===== config.mk =====
export PLATFORM = sky130hd
export DESIGN_NAME = rv_multicycle_ctrl_flat
export DESIGN_NICKNAME = d
export VERILOG_FILES = /design/src/rtl/rv_multicycle_ctrl_if.sv /design/src/rtl/rv_multicycle_ctrl.sv /design/src/flat_wrapper.sv
export SDC_FILE = /design/constraint.sdc
export NUM_CORES = 1
export LEC_CHECK = 0
export ABC_AREA = 0
export BUFFER_PORTS_ARGS = -buffer_cell sky130_fd_sc_hd__buf_2
export CORE_MARGIN = 1
export CORE_UTILIZATION = 40
export CTS_CLUSTER_SIZE = 40
export DETAILED_ROUTE_END_ITERATION = 12
export PLACE_DENSITY = 0.72
export SETUP_SLACK_MARGIN = 0.2
export SLEW_MARGIN = 20
export SYNTH_ARGS = -nofsm -noshare
export SYNTH_HDL_FRONTEND = slang
export SYNTH_SLANG_ARGS = --single-unit

===== constraint.sdc =====
create_clock -name clk -period 4.6 [get_ports clk]
set_input_delay 0.23 -clock clk [delete_from_list [all_inputs] [get_ports clk]]
set_output_delay 0.23 -clock clk [all_outputs]
set_load 0.01 [all_outputs]

===== src/rtl/rv_multicycle_ctrl_if.sv =====
// Control-side bundle for the multi-cycle sequencer: fetch handshake, decode/ALU/RF strobes, status.
// The master modport belongs to the sequencer; the slave modport to memory, ALU and register file.
interface rv_multicycle_ctrl_if #(
  parameter int XLEN = 32
);
  logic            start;
  logic            imem_req;
  logic [XLEN-1:0] imem_addr;
  logic            imem_ack;
  logic [31:0]     imem_rdata;
  logic [31:0]     ir;
  logic [XLEN-1:0] pc;
  logic            rf_rd_en;
  logic            alu_src_imm;
  logic            alu_valid;
  logic            alu_ready;
  logic            rf_we;
  logic [4:0]      rf_waddr;
  logic            busy;
  logic            halted;
  logic            illegal;
  logic [31:0]     instret;

  modport master (
    input  start, imem_ack, imem_rdata, alu_ready,
    output imem_req, imem_addr, ir, pc, rf_rd_en, alu_src_imm, alu_valid,
           rf_we, rf_waddr, busy, halted, illegal, instret
  );

  modport slave (
    output start, imem_ack, imem_rdata, alu_ready,
    input  imem_req, imem_addr, ir, pc, rf_rd_en, alu_src_imm, alu_valid,
           rf_we, rf_waddr, busy, halted, illegal, instret
  );
endinterface


===== src/rtl/rv_multicycle_ctrl.sv =====
// RV32 FETCH/DECODE/EXEC/WB sequencer, >=4 cycles per instruction; stalls on imem_ack and alu_ready.
// Optional retired-instruction counter built only when RV_CTRL_INSTRET_EN is defined.
module rv_multicycle_ctrl #(
  parameter int              XLEN     = 32,
  parameter logic [XLEN-1:0] RESET_PC = '0
) (
  input  logic                 clk,
  input  logic                 reset,
  rv_multicycle_ctrl_if.master bus
);

  typedef enum logic [2:0] {
    S_IDLE, S_FETCH, S_DECODE, S_EXEC, S_WB, S_HALT
  } state_t;

  state_t          state_q, state_d;
  logic [XLEN-1:0] pc_q, pc_d;
  logic [31:0]     ir_q, ir_d;
  logic            illegal_q, illegal_d;
  logic            alu_src_imm_q, alu_src_imm_d;
  logic [6:0]      opcode;
  logic            is_ecall;

  assign opcode   = ir_q[6:0];
  assign is_ecall = (opcode == 7'h73) && (ir_q[31:7] == 25'd0);

  always_ff @(posedge clk or posedge reset) begin
    if (reset) begin
      state_q       <= S_IDLE;
      pc_q          <= RESET_PC;
      ir_q          <= '0;
      illegal_q     <= 1'b0;
      alu_src_imm_q <= 1'b0;
    end else begin
      state_q       <= state_d;
      pc_q          <= pc_d;
      ir_q          <= ir_d;
      illegal_q     <= illegal_d;
      alu_src_imm_q <= alu_src_imm_d;
    end
  end

  always_comb begin
    state_d       = state_q;
    pc_d          = pc_q;
    ir_d          = ir_q;
    illegal_d     = illegal_q;
    alu_src_imm_d = alu_src_imm_q;
    case (state_q)
      S_IDLE:   if (bus.start) state_d = S_FETCH;
      S_FETCH: begin
        if (bus.imem_ack) begin
          ir_d    = bus.imem_rdata;
          state_d = S_DECODE;
        end
      end
      S_DECODE: begin
        case (opcode)
          7'h13: begin alu_src_imm_d = 1'b1; state_d = S_EXEC; end
          7'h33: begin alu_src_imm_d = 1'b0; state_d = S_EXEC; end
          default: begin
            // ECALL halts cleanly; everything else (incl. other SYSTEM encodings) is illegal.
            if (!is_ecall) illegal_d = 1'b1;
            state_d = S_HALT;
          end
        endcase
      end
      S_EXEC:   if (bus.alu_ready) state_d = S_WB;
      S_WB: begin
        pc_d    = pc_q + XLEN'(4);
        state_d = S_FETCH;
      end
      S_HALT:   state_d = S_HALT;
      default:  state_d = S_IDLE;
    endcase
  end

  assign bus.imem_req  = (state_q == S_FETCH);
  assign bus.imem_addr = pc_q;
  assign bus.ir        = ir_q;
  assign bus.pc        = pc_q;
  assign bus.rf_rd_en  = (state_q == S_DECODE);
  assign bus.alu_valid = (state_q == S_EXEC);
  assign bus.rf_waddr  = ir_q[11:7];
  assign bus.rf_we     = (state_q == S_WB) && (ir_q[11:7] != 5'd0);
  assign bus.busy      = (state_q != S_IDLE) && (state_q != S_HALT);
  assign bus.halted    = (state_q == S_HALT);
  assign bus.illegal   = illegal_q;
  // Operand select is visible during DECODE already, then held from the register through EXEC/WB.
  assign bus.alu_src_imm = (state_q == S_DECODE) ? (opcode == 7'h13) : alu_src_imm_q;

`ifdef RV_CTRL_INSTRET_EN
  logic [31:0] instret_q, instret_d;

  always_comb begin
    instret_d = instret_q;
    if (state_q == S_WB) instret_d = instret_q + 32'd1;
  end

  always_ff @(posedge clk or posedge reset) begin
    if (reset) instret_q <= '0;
    else       instret_q <= instret_d;
  end

  assign bus.instret = instret_q;
`else
  assign bus.instret = 32'h0;
`endif

endmodule


===== src/flat_wrapper.sv =====
// flat-port wrapper written by rule: the top's interface ports become plain ports
module rv_multicycle_ctrl_flat 
#(
  parameter int              XLEN     = 32,
  parameter logic [XLEN-1:0] RESET_PC = '0
)
  (clk, reset, bus_start, bus_imem_ack, bus_imem_rdata, bus_alu_ready, bus_imem_req, bus_imem_addr, bus_ir, bus_pc, bus_rf_rd_en, bus_alu_src_imm, bus_alu_valid, bus_rf_we, bus_rf_waddr, bus_busy, bus_halted, bus_illegal, bus_instret);
  rv_multicycle_ctrl_if #(.XLEN(XLEN)) bus_i ();
  input  logic clk;
  input  logic reset;
  input wire logic [$bits(bus_i.start)-1:0] bus_start;
  input wire logic [$bits(bus_i.imem_ack)-1:0] bus_imem_ack;
  input wire logic [$bits(bus_i.imem_rdata)-1:0] bus_imem_rdata;
  input wire logic [$bits(bus_i.alu_ready)-1:0] bus_alu_ready;
  output wire logic [$bits(bus_i.imem_req)-1:0] bus_imem_req;
  output wire logic [$bits(bus_i.imem_addr)-1:0] bus_imem_addr;
  output wire logic [$bits(bus_i.ir)-1:0] bus_ir;
  output wire logic [$bits(bus_i.pc)-1:0] bus_pc;
  output wire logic [$bits(bus_i.rf_rd_en)-1:0] bus_rf_rd_en;
  output wire logic [$bits(bus_i.alu_src_imm)-1:0] bus_alu_src_imm;
  output wire logic [$bits(bus_i.alu_valid)-1:0] bus_alu_valid;
  output wire logic [$bits(bus_i.rf_we)-1:0] bus_rf_we;
  output wire logic [$bits(bus_i.rf_waddr)-1:0] bus_rf_waddr;
  output wire logic [$bits(bus_i.busy)-1:0] bus_busy;
  output wire logic [$bits(bus_i.halted)-1:0] bus_halted;
  output wire logic [$bits(bus_i.illegal)-1:0] bus_illegal;
  output wire logic [$bits(bus_i.instret)-1:0] bus_instret;
  assign bus_i.start = bus_start;
  assign bus_i.imem_ack = bus_imem_ack;
  assign bus_i.imem_rdata = bus_imem_rdata;
  assign bus_i.alu_ready = bus_alu_ready;
  assign bus_imem_req = bus_i.imem_req;
  assign bus_imem_addr = bus_i.imem_addr;
  assign bus_ir = bus_i.ir;
  assign bus_pc = bus_i.pc;
  assign bus_rf_rd_en = bus_i.rf_rd_en;
  assign bus_alu_src_imm = bus_i.alu_src_imm;
  assign bus_alu_valid = bus_i.alu_valid;
  assign bus_rf_we = bus_i.rf_we;
  assign bus_rf_waddr = bus_i.rf_waddr;
  assign bus_busy = bus_i.busy;
  assign bus_halted = bus_i.halted;
  assign bus_illegal = bus_i.illegal;
  assign bus_instret = bus_i.instret;
  rv_multicycle_ctrl #(.XLEN(XLEN), .RESET_PC(RESET_PC)) u_core (.clk(clk), .reset(reset), .bus(bus_i));
endmodule

==> results of run 1 <==
## area by class of cell
class                      instances  area, µm²  area share [%]
clock buffer                      10        138            3.37
tap                              105        131            3.21
inverter                           8       30.0           0.735
multi-input combinational        188       1320            32.3
clock inverter                     6       71.3            1.75
timing repair buffer             143        721            17.6
sequential                        67       1680            41.0
## placed cells by master (no fill, tap or decap), types with 3 or more instances in the layout
master                       n
sky130_fd_sc_hd__a21oi_1     5
sky130_fd_sc_hd__and2_1      3
sky130_fd_sc_hd__and3_1      5
sky130_fd_sc_hd__and4_1      3
sky130_fd_sc_hd__buf_2     141
sky130_fd_sc_hd__clkbuf_8   10
sky130_fd_sc_hd__conb_1     36
sky130_fd_sc_hd__dfrtp_1    67
sky130_fd_sc_hd__inv_1       7
sky130_fd_sc_hd__mux2_2     32
sky130_fd_sc_hd__nand2_1     9
sky130_fd_sc_hd__nand3_1     8
sky130_fd_sc_hd__nand4_1    15
sky130_fd_sc_hd__nor2_1     14
sky130_fd_sc_hd__nor3_1      5
sky130_fd_sc_hd__nor4_1      3
sky130_fd_sc_hd__xnor2_1    27
sky130_fd_sc_hd__xor2_1      3
## final timing paths
kind                                                            from                              endpoint  slack, ps
worst min-delay path                              bus_imem_rdata[27]         u_core.bus.ir[27]$_DFFE_PP0P_        130
max in group asynchronous                                      reset   u_core.bus.imem_addr[2]$_DFFE_PP0P_       3900
worst max register to register         u_core.state_q[0]$_DFFE_PP0P_   u_core.bus.imem_addr[7]$_DFFE_PP0P_       2440
worst min register to register  u_core.bus.imem_addr[31]$_DFFE_PP0P_  u_core.bus.imem_addr[31]$_DFFE_PP0P_        500
min in group asynchronous                                      reset         u_core.bus.ir[21]$_DFFE_PP0P_        140
worst max-delay path                   u_core.state_q[0]$_DFFE_PP0P_   u_core.bus.imem_addr[7]$_DFFE_PP0P_       2440
## per-layer routing
layer,GRT usage [%],vias up,wire length (µm)
li1,-,1163,-
met1,20.6,1176,3060
met2,26.9,128,3490
met3,4.39,2,561
met4,5.72,0,30
met5,0,-,0
## worst max-delay path, cell delays in order (launching register included)
cell and delay [ps]:
sky130_fd_sc_hd__dfrtp_1 500, sky130_fd_sc_hd__or3b_1 540, sky130_fd_sc_hd__nor2_1 590, sky130_fd_sc_hd__and4_1 290, sky130_fd_sc_hd__xor2_1 150
## state kept, by name, indices dropped and copies added (netlist names)
name / flops
u_core.state_q: 3
u_core.bus.imem_addr: 30
u_core.bus.illegal: 1
u_core.bus.ir: 32
u_core.alu_src_imm_q: 1
## power breakdown
part | internal, mW | leakage, nW | switching, mW
registers | 0.589 | 0.926 | 0
logic | 0.0120 | 1.31 | 0.0293
clock network | 0.270 | 0.0995 | 0.233
total | 0.870 | 2.34 | 0.262
## cells by family after synthesis
group / count (synthesis) / synth area share, %
multiplexers: 34 / 10.9
adder cells (fa/ha/maj): 1 / 0.358
other: 1 / 0.107
buffers and inverters: 88 / 18.1
AO/OA/AOI/OAI: 11 / 1.83
flip-flops: 67 / 48.0
XOR/XNOR: 30 / 7.52
AND/OR/NAND/NOR: 76 / 13.2
## per-stage QoR
stage / util (%) / setup slack (ps) / total power [mW] / instances / hold WS (ps)
2_1_floorplan: - / 2690 / 0.646 / 343 / 365
3_3_place_gp: 46.5 / 2510 / 0.641 / 511 / 457
3_5_place_dp: 46.5 / 2440 / 0.642 / 511 / 465
4_1_cts: 49.0 / 2420 / 1.15 / 527 / 102
5_1_grt: 49.0 / 2240 / 1.18 / 527 / 115
6_report: 49.0 / 2440 / 1.13 / 527 / 128
==> results.yml, run 1 <==
outcome:
  outcome: "completed"
grt:
  wire_length_of_the_first_global_routing_pass_um: 11500
  number_of_antenna_violations_at_the_first_check_in_global_routing: 0
  grt_start_max_net_pins: 68
  grt_usage_pct: 16.3
  globalRouteOverflowTotal: 0
  grt_pass1_vias: 2411
cts:
  cts_resized: 0
  clk-insertion-delay-late_ps: 330
  number_of_cts_inserted_buffers: 9
  ctsRootBufferMaster: "sky130_fd_sc_hd__clkbuf_8"
  ctsLongestPathBuffers: 2
  tritoncts: "done"
  cts.reportedPaths.clkPinSlew_ps: 80
  cts_setup_buffers: 0
  cts_hold_repair.buffers: 0
  numClockSinks: 67
  cts_htree_levels: 3
worst_setup_path:
  ff2ff_path_depth: 4
  critical_path_peak_fanout: 11
  critical_path.endpoint_type: "flop"
  critPathRequiredTime_ps: 4850
  critPathKind: "flop to flop"
  arrival_ps: 2400
  worst_setup_path_start_kind: "flop"
synth:
  synth_top_cells_by_count: "sky130_fd_sc_hd__buf_4, sky130_fd_sc_hd__dfrtp_1, sky130_fd_sc_hd__mux2_2"
  netlist_top_cells_area: "sky130_fd_sc_hd__dfrtp_1, sky130_fd_sc_hd__buf_4, sky130_fd_sc_hd__mux2_2"
  synth_edf_count: 0
  syn_area_per_cell_um2: 11.4
  ys.flop_type: "sky130_fd_sc_hd__dfrtp_1"
  yosys.cell_count.top_type: "sky130_fd_sc_hd__buf_4"
  synth-warning-count: 0
  synth-seq-cells: 67
  synth_top_area_cell: "sky130_fd_sc_hd__dfrtp_1"
  async_flop_share_pct: 100
  mappedNetlistArea_mm2: 0.00350
  synth_cell_types: 37
  yosys.area.top_type_share_pct: 48.0
  synth_cells: 308
  synth.yosys.seq_area_share_pct: 48.0
placement:
  dpl.hpwl_um: 5300
  dpl_cell_area_mm2: 0.00388
  placement.io_buffers: 141
  place.gp.congestion: 0.787
floorplanning:
  io-pin-count: 178
  rows: 33
  start_util_pct: 41.9
  core_area_mm2: 0.00834
  die_area_mm2: 0.00912
  chipWidth_um: 95.5
  chipHeight_um: 95.5
timing:
  grt_setup_unrepaired: "no"
  layout_min_cycle_time_ps: 2160
  maxSlewHeadroom_pct: 42.8
  final_hold_violations: 0
  max_slew.worst_pin.slew_ps: 852
  fmax_mhz: 464
  final.setup.tns_ps: 0
  clock_skew_ps: 13.4
  finalSetupViolations: 0
  final_report_max_slew_violation_count: 0
  min_period_over_period_pct: 46.9
final_layout:
  layout_cell_area_excl_fill_mm2: 0.00409
  num-fill-cells: 797
  nNetsFinal: 455
  antenna-diode-count: 0
  final_layout_size_suffix_gt1_share_pct: 46.2
  areaGrowthSynthToFinish_pct: 16.9
hold_path:
  min_path_cells: 2
  timing.hold.worst.class: "input pin to flop"
routing:
  length_of_the_first_detailed_routing_pass_in_iterations: 4
  wire_per_inst_um: 13.6
  starting_drc_count_in_detailed_routing: 52
  final_antenna_net_count: 0
  drt-vias-per-instance: 4.69
  count_of_vias_placed_by_the_detailed_router: 2469
  drc_errors: 0
  drt_wirelength_um: 7140
flow_run:
  drv.max_cap_violation_count: 0
power:
  ir_worst_vdd_uv: 157
  leakagePower_nw: 2.34
  power-per-cell-area_mw_per_mm2: 277
Power figures use the tool's default switching activity.
==> run 2: changes to the inputs <==
--- a/config.mk
+++ b/config.mk
@@ -11,7 +11,7 @@
 export CORE_UTILIZATION = 40
 export CTS_CLUSTER_SIZE = 40
 export DETAILED_ROUTE_END_ITERATION = 12
-export PLACE_DENSITY = 0.72
+export PLACE_DENSITY = 0.75
 export SETUP_SLACK_MARGIN = 0.2
 export SLEW_MARGIN = 20
 export SYNTH_ARGS = -nofsm -noshare
==> constraint.sdc (replaced) <==
create_clock -name clk -period 1.9 [get_ports clk]
set_input_delay 0.095 -clock clk [delete_from_list [all_inputs] [get_ports clk]]
set_output_delay 0.095 -clock clk [all_outputs]
set_load 0.01 [all_outputs]
==> run 2 against run 1 <==
Compared with the run above:
- die area unchanged
- first-iteration DRC count up 15%
- clock skew down 9.6 ps
- largest power group unchanged
- sequential share of layout area down 5.0 points
- clock power up 120%
==> results.yml, run 2 (synthesis gave the netlist of run 1 again) <==
outcome:
  outcome: "completed"
power:
  ir_worst_vdd_uv: 398
  power-per-cell-area_mw_per_mm2: 579
  leakagePower_nw: 2.57
  post-layout-total-power_mw: 2.70
placement:
  dpl.hpwl_um: 5450
  dpl_cell_area_mm2: 0.00398
  place.gp.congestion: 0.882
  placement.io_buffers: 141
grt:
  wire_length_of_the_first_global_routing_pass_um: 12700
  grt_start_max_net_pins: 37
  grt_usage_pct: 18.7
  number_of_antenna_violations_at_the_first_check_in_global_routing: 0
  globalRouteOverflowTotal: 0
  grt_pass1_vias: 2600
floorplanning:
  chipWidth_um: 95.5
  chipHeight_um: 95.5
  die_area_mm2: 0.00912
  start_util_pct: 41.9
  rows: 33
  io-pin-count: 178
  core_area_mm2: 0.00834
routing:
  final_antenna_net_count: 0
  drt-vias-per-instance: 4.66
  length_of_the_first_detailed_routing_pass_in_iterations: 4
  drt_wirelength_um: 8660
  wire_per_inst_um: 15.1
  drc_errors: 0
  count_of_vias_placed_by_the_detailed_router: 2675
  starting_drc_count_in_detailed_routing: 60
worst_setup_path:
  critical_path.endpoint_type: "output port"
  path_cells: "nor4bb_2 > nand3b_1 > nor3_2 > o2bb2ai_1 > buf_2"
  arrival_ps: 1770
  critPathRequiredTime_ps: 1800
  critical_path.n_buffers_inverters: 1
  worst_path_dominant_cell_family: "simple AND/OR/NAND/NOR gates"
  slowest_stage: "sky130_fd_sc_hd__dfrtp_1"
  critical_path.max_stage_delay_ps: 400
  critical_path_peak_fanout: 3
  critPathKind: "flop to output port"
  worst_setup_path_start_kind: "flop"
flow_run:
  drv.max_cap_violation_count: 0
cts:
  ctsRootBufferMaster: "sky130_fd_sc_hd__clkbuf_8"
  cts.reportedPaths.clkPinSlew_ps: 70
  numClockSinks: 67
  tritoncts: "done"
  clk-insertion-delay-late_ps: 330
  ctsLongestPathBuffers: 2
  number_of_cts_inserted_buffers: 9
  cts_htree_levels: 3
timing:
  min_period_over_period_pct: 98.2
  final_hold_violations: 0
  grt_setup_unrepaired: "yes"
  fmax_mhz: 536
  final_report_max_slew_violation_count: 0
  final.setup.tns_ps: 0
  layout_min_cycle_time_ps: 1870
  clock_skew_ps: 3.73
  finalSetupViolations: 0
hold_path:
  timing.hold.worst.class: "input pin to flop"
final_layout:
  nNetsFinal: 502
  final_layout_size_suffix_gt1_share_pct: 48.2
  areaGrowthSynthToFinish_pct: 33.5
  antenna-diode-count: 0
  mostFrequentLayoutCell: "sky130_fd_sc_hd__buf_2"
  most_used_cells_in_the_layout_excluding_fill_and_tap_cells: "sky130_fd_sc_hd__buf_2, sky130_fd_sc_hd__dfrtp_1, sky130_fd_sc_hd__conb_1"
  regArea_mm2: 0.00168
  multiInputGateArea_mm2: 0.00139
  largest_reg_flops: 32
  layout_cell_area_excl_fill_mm2: 0.00467
  num-fill-cells: 712
[run 2: power breakdown]
| part | switching, mW | total [mW] | internal [mW] |
|---|---|---|---|
| logic | 0.0846 | 0.159 | 0.0740 |
| registers | 0 | 1.43 | 1.43 |
| clock network | 0.503 | 1.12 | 0.617 |
[run 2: area by class of cell]
class | instances | area share, %
Multi-Input combinational cell | 188 | 29.8
Clock inverter | 1 | 0.107
Tap cell | 105 | 2.81
Inverter | 8 | 0.724
Clock buffer | 15 | 3.99
Timing Repair Buffer | 190 | 26.5
Sequential cell | 67 | 36.0
[run 2: worst register-to-register path, stage by stage, from the launching register on]
cell	delay, ps
sky130_fd_sc_hd__dfrtp_1	400
sky130_fd_sc_hd__buf_4	170
sky130_fd_sc_hd__nor3_4	190
sky130_fd_sc_hd__and2_4	240
sky130_fd_sc_hd__clkbuf_16	180
sky130_fd_sc_hd__mux2_2	340
[run 2: worst paths after layout]
| path | from | endpoint | slack, ps | cells past startpoint |
|---|---|---|---|---|
| setup / recovery | u_core.bus.ir[3]$_DFFE_PP0P_ | bus_alu_src_imm | 30 | 5 |
| hold / removal | bus_imem_rdata[11] | u_core.bus.ir[11]$_DFFE_PP0P_ | 20 | 2 |
| setup reg to reg | u_core.state_q[1]$_DFFE_PP0P_ | u_core.bus.ir[1]$_DFFE_PP0P_ | 260 | 5 |
| hold reg to reg | u_core.bus.imem_addr[31]$_DFFE_PP0P_ | u_core.bus.imem_addr[31]$_DFFE_PP0P_ | 490 | 1 |
| max in group asynchronous | reset | u_core.bus.imem_addr[4]$_DFFE_PP0P_ | 1080 | 4 |
| min in group asynchronous | reset | u_core.bus.ir[15]$_DFFE_PP0P_ | 270 | 3 |
[run 2: metal layers]
metal	vias up	global-route usage [%]	share of wire, %
met4	0	7.84	1.6
met3	13	5.90	7.9
li1	1257	-	-
met2	134	30.8	50
met5	-	0	0
met1	1271	22.5	40
[run 2: stage by stage]
stage          setup WS [ps]  utilization [%]  instances  hold slack [ps]
2_1_floorplan            236                -        343              230
3_3_place_gp             188             47.7        519             60.4
3_5_place_dp             158             47.7        519             61.0
4_1_cts                 11.9             54.4        569            0.492
5_1_grt                -56.8             56.0        574             4.77
6_report                34.3             56.0        574             21.8
[run 2: what timing repair did]
item,4_1_cts,5_1_grt
hold buffers,30,0
cloned,0,4
buffers inserted,4,1
pin swaps,2,4
resized for setup,6,20
hold endpoints to repair,74,0
setup endpoints to repair,12,55
==> run 3: changes to the inputs <==
--- a/config.mk
+++ b/config.mk
@@ -8,10 +8,10 @@
 export ABC_AREA = 0
 export BUFFER_PORTS_ARGS = -buffer_cell sky130_fd_sc_hd__buf_2
 export CORE_MARGIN = 1
-export CORE_UTILIZATION = 40
+export CORE_UTILIZATION = 41
 export CTS_CLUSTER_SIZE = 40
 export DETAILED_ROUTE_END_ITERATION = 12
-export PLACE_DENSITY = 0.75
+export PLACE_DENSITY = 0.76
 export SETUP_SLACK_MARGIN = 0.2
 export SLEW_MARGIN = 20
 export SYNTH_ARGS = -nofsm -noshare
==> run 3 against run 2 <==
Compared with the run above:
- utilization decreased by 0.10 points
- total power decreased by 1.6%
- clock power decreased by 4%
- highest routed layer unchanged
- global-route usage decreased by 0.092 points
- largest power group unchanged
- sequential share of layout area increased by 0.64 points
- largest cell class unchanged
- clock skew increased by 2.2 ps
==> results.yml, run 3 (synthesis gave the netlist of run 1 again) <==
routing:
  met2WireLength_um: 4220
  drc_errors: 0
  topRoutingLayerUsed: "met4"
  wirelength_met1_um: 3430
  drt_wirelength_um: 8420
  drt-vias-per-instance: 4.76
  wire_per_inst_um: 14.8
  count_of_vias_placed_by_the_detailed_router: 2703
  final_antenna_net_count: 0
  length_of_the_first_detailed_routing_pass_in_iterations: 4
  starting_drc_count_in_detailed_routing: 57
  met3WireLength_um: 640
final_layout:
  num-fill-cells: 700
  nNetsFinal: 497
  final_layout_size_suffix_gt1_share_pct: 46.9
  finish.cell_count_without_fillers: 568
  antenna-diode-count: 0
  largest_reg_flops: 32
  mostFrequentLayoutCell: "sky130_fd_sc_hd__buf_2"
  most_used_cells_in_the_layout_excluding_fill_and_tap_cells: "sky130_fd_sc_hd__buf_2, sky130_fd_sc_hd__dfrtp_1, sky130_fd_sc_hd__conb_1"
  multiInputGateArea_mm2: 0.00139
  areaGrowthSynthToFinish_pct: 31.3
  regArea_mm2: 0.00168
  layout_cell_area_excl_fill_mm2: 0.00459
worst_setup_path:
  path_cells: "nor4bb_4 > nand3b_1 > nor3_2 > o2bb2ai_1 > buf_2"
  critPathRequiredTime_ps: 1800
  critPathKind: "flop to output port"
  critical_path.max_stage_delay_ps: 420
  critical_path_peak_fanout: 3
  arrival_ps: 1730
  slowest_stage: "sky130_fd_sc_hd__dfrtp_1"
  critical_path.endpoint_type: "output port"
  worst_setup_path_start_kind: "flop"
cts:
  cts.reportedPaths.clkPinSlew_ps: 70
  tritoncts: "done"
  ctsLongestPathBuffers: 2
  clk-insertion-delay-late_ps: 330
  numClockSinks: 67
  number_of_cts_inserted_buffers: 9
  cts_htree_levels: 3
  ctsRootBufferMaster: "sky130_fd_sc_hd__clkbuf_8"
power:
  clkPwrFrac_pct: 40.5
  power-per-cell-area_mw_per_mm2: 580
  ir_worst_vdd_uv: 374
  intPower_mw: 2.07
  post-layout-total-power_mw: 2.66
  leakagePower_nw: 2.53
  power.net_switching_uw: 590
  power.switching_fraction_pct: 22.2
  power.sequential.fraction_pct: 53.6
  p_comb_share_pct: 5.9
placement:
  place.gp.congestion: 0.756
  dpl_cell_area_mm2: 0.00396
  placement.io_buffers: 141
  dp_slack_ps: 132
  dpl.cell_count: 517
  dpl.hpwl_um: 5240
flow_run:
  drv.max_cap_violation_count: 0
floorplanning:
  core_area_mm2: 0.00822
  chipWidth_um: 94.3
  die_area_mm2: 0.00890
  chipHeight_um: 94.3
  rows: 33
  io-pin-count: 178
  start_util_pct: 42.5
timing:
  min_period_over_period_pct: 95.9
  layout_min_cycle_time_ps: 1820
  finalSetupViolations: 0
  clock_skew_ps: 5.93
  layout_setup_ws_ps: 77.7
  final_report_max_slew_violation_count: 0
  final_hold_violations: 0
  fmax_mhz: 549
  grt_setup_unrepaired: "yes"
grt:
  globalRouteOverflowTotal: 0
  grt_start_max_net_pins: 68
  number_of_antenna_violations_at_the_first_check_in_global_routing: 0
  grt_pass1_vias: 2545
  wire_length_of_the_first_global_routing_pass_um: 12600
  grt_usage_pct: 18.6
hold_path:
  timing.hold.worst.class: "input pin to flop"
outcome:
  outcome: "completed"
-- run 3: worst paths after layout --
kind	startpoint	endpoint	slack (ps)	cells after the start
min in group asynchronous	reset	u_core.bus.imem_addr[23]$_DFFE_PP0P_	410	4
setup / recovery	u_core.bus.ir[3]$_DFFE_PP0P_	bus_alu_src_imm	80	5
hold / removal	bus_imem_rdata[1]	u_core.bus.ir[1]$_DFFE_PP0P_	20	2
hold reg to reg	u_core.bus.imem_addr[31]$_DFFE_PP0P_	u_core.bus.imem_addr[31]$_DFFE_PP0P_	490	1
max in group asynchronous	reset	u_core.bus.imem_addr[5]$_DFFE_PP0P_	1180	4
setup reg to reg	u_core.state_q[1]$_DFFE_PP0P_	u_core.bus.ir[2]$_DFFE_PP0P_	280	5
-- run 3: area by class of cell --
class	instances	area share (%)
sequential	67	36.7
inverter	8	0.736
clock inverter	2	0.218
multi-input combinational	188	30.4
timing repair buffer	185	25.5
clock buffer	13	3.68
tap	105	2.86
-- run 3: through the flow --
step,util (%),hold slack (ps),TNS [ps]
floorplan,-,230,0
finish,55.9,18.3,0
detailed placement,48.2,220,0
global route,55.9,3.44,-47.1
global placement,48.2,212,0
CTS,54.9,0.766,0
-- run 3: repair_timing --
| action | CTS | global route |
|---|---|---|
| cloned | 0 | 1 |
| setup endpoints to repair | 13 | 53 |
| endpoints found under the hold margin | 97 | 0 |
| hold buffers | 31 | 0 |
| gates resized for setup | 7 | 12 |
| pin swaps | 3 | 1 |
| setup buffers | 3 | 1 |
-- run 3: power groups by stage --
stage	Combinational, mW	Clock [mW]	Sequential, mW
3_5_place_dp	0.105	0	1.45
2_1_floorplan	0.111	0	1.45
5_1_grt	0.176	1.16	1.42
6_report	0.158	1.08	1.43
4_1_cts	0.153	1.11	1.43
3_3_place_gp	0.102	0	1.45
-- run 3: critical path: cells and delay by family, from the launching register on --
kind	cells	cell delay, ps
and+or+nand+nor	3	690
DFF	1	420
AOI/OAI and AO/OA	1	140
buffers and inverters	1	140
-- run 3: per-layer routing --
layer	track usage, %	vias to the layer above
met1	22.3	1291
met2	31.3	143
li1	-	1253
met5	0	-
met3	4.99	16
met4	7.95	0
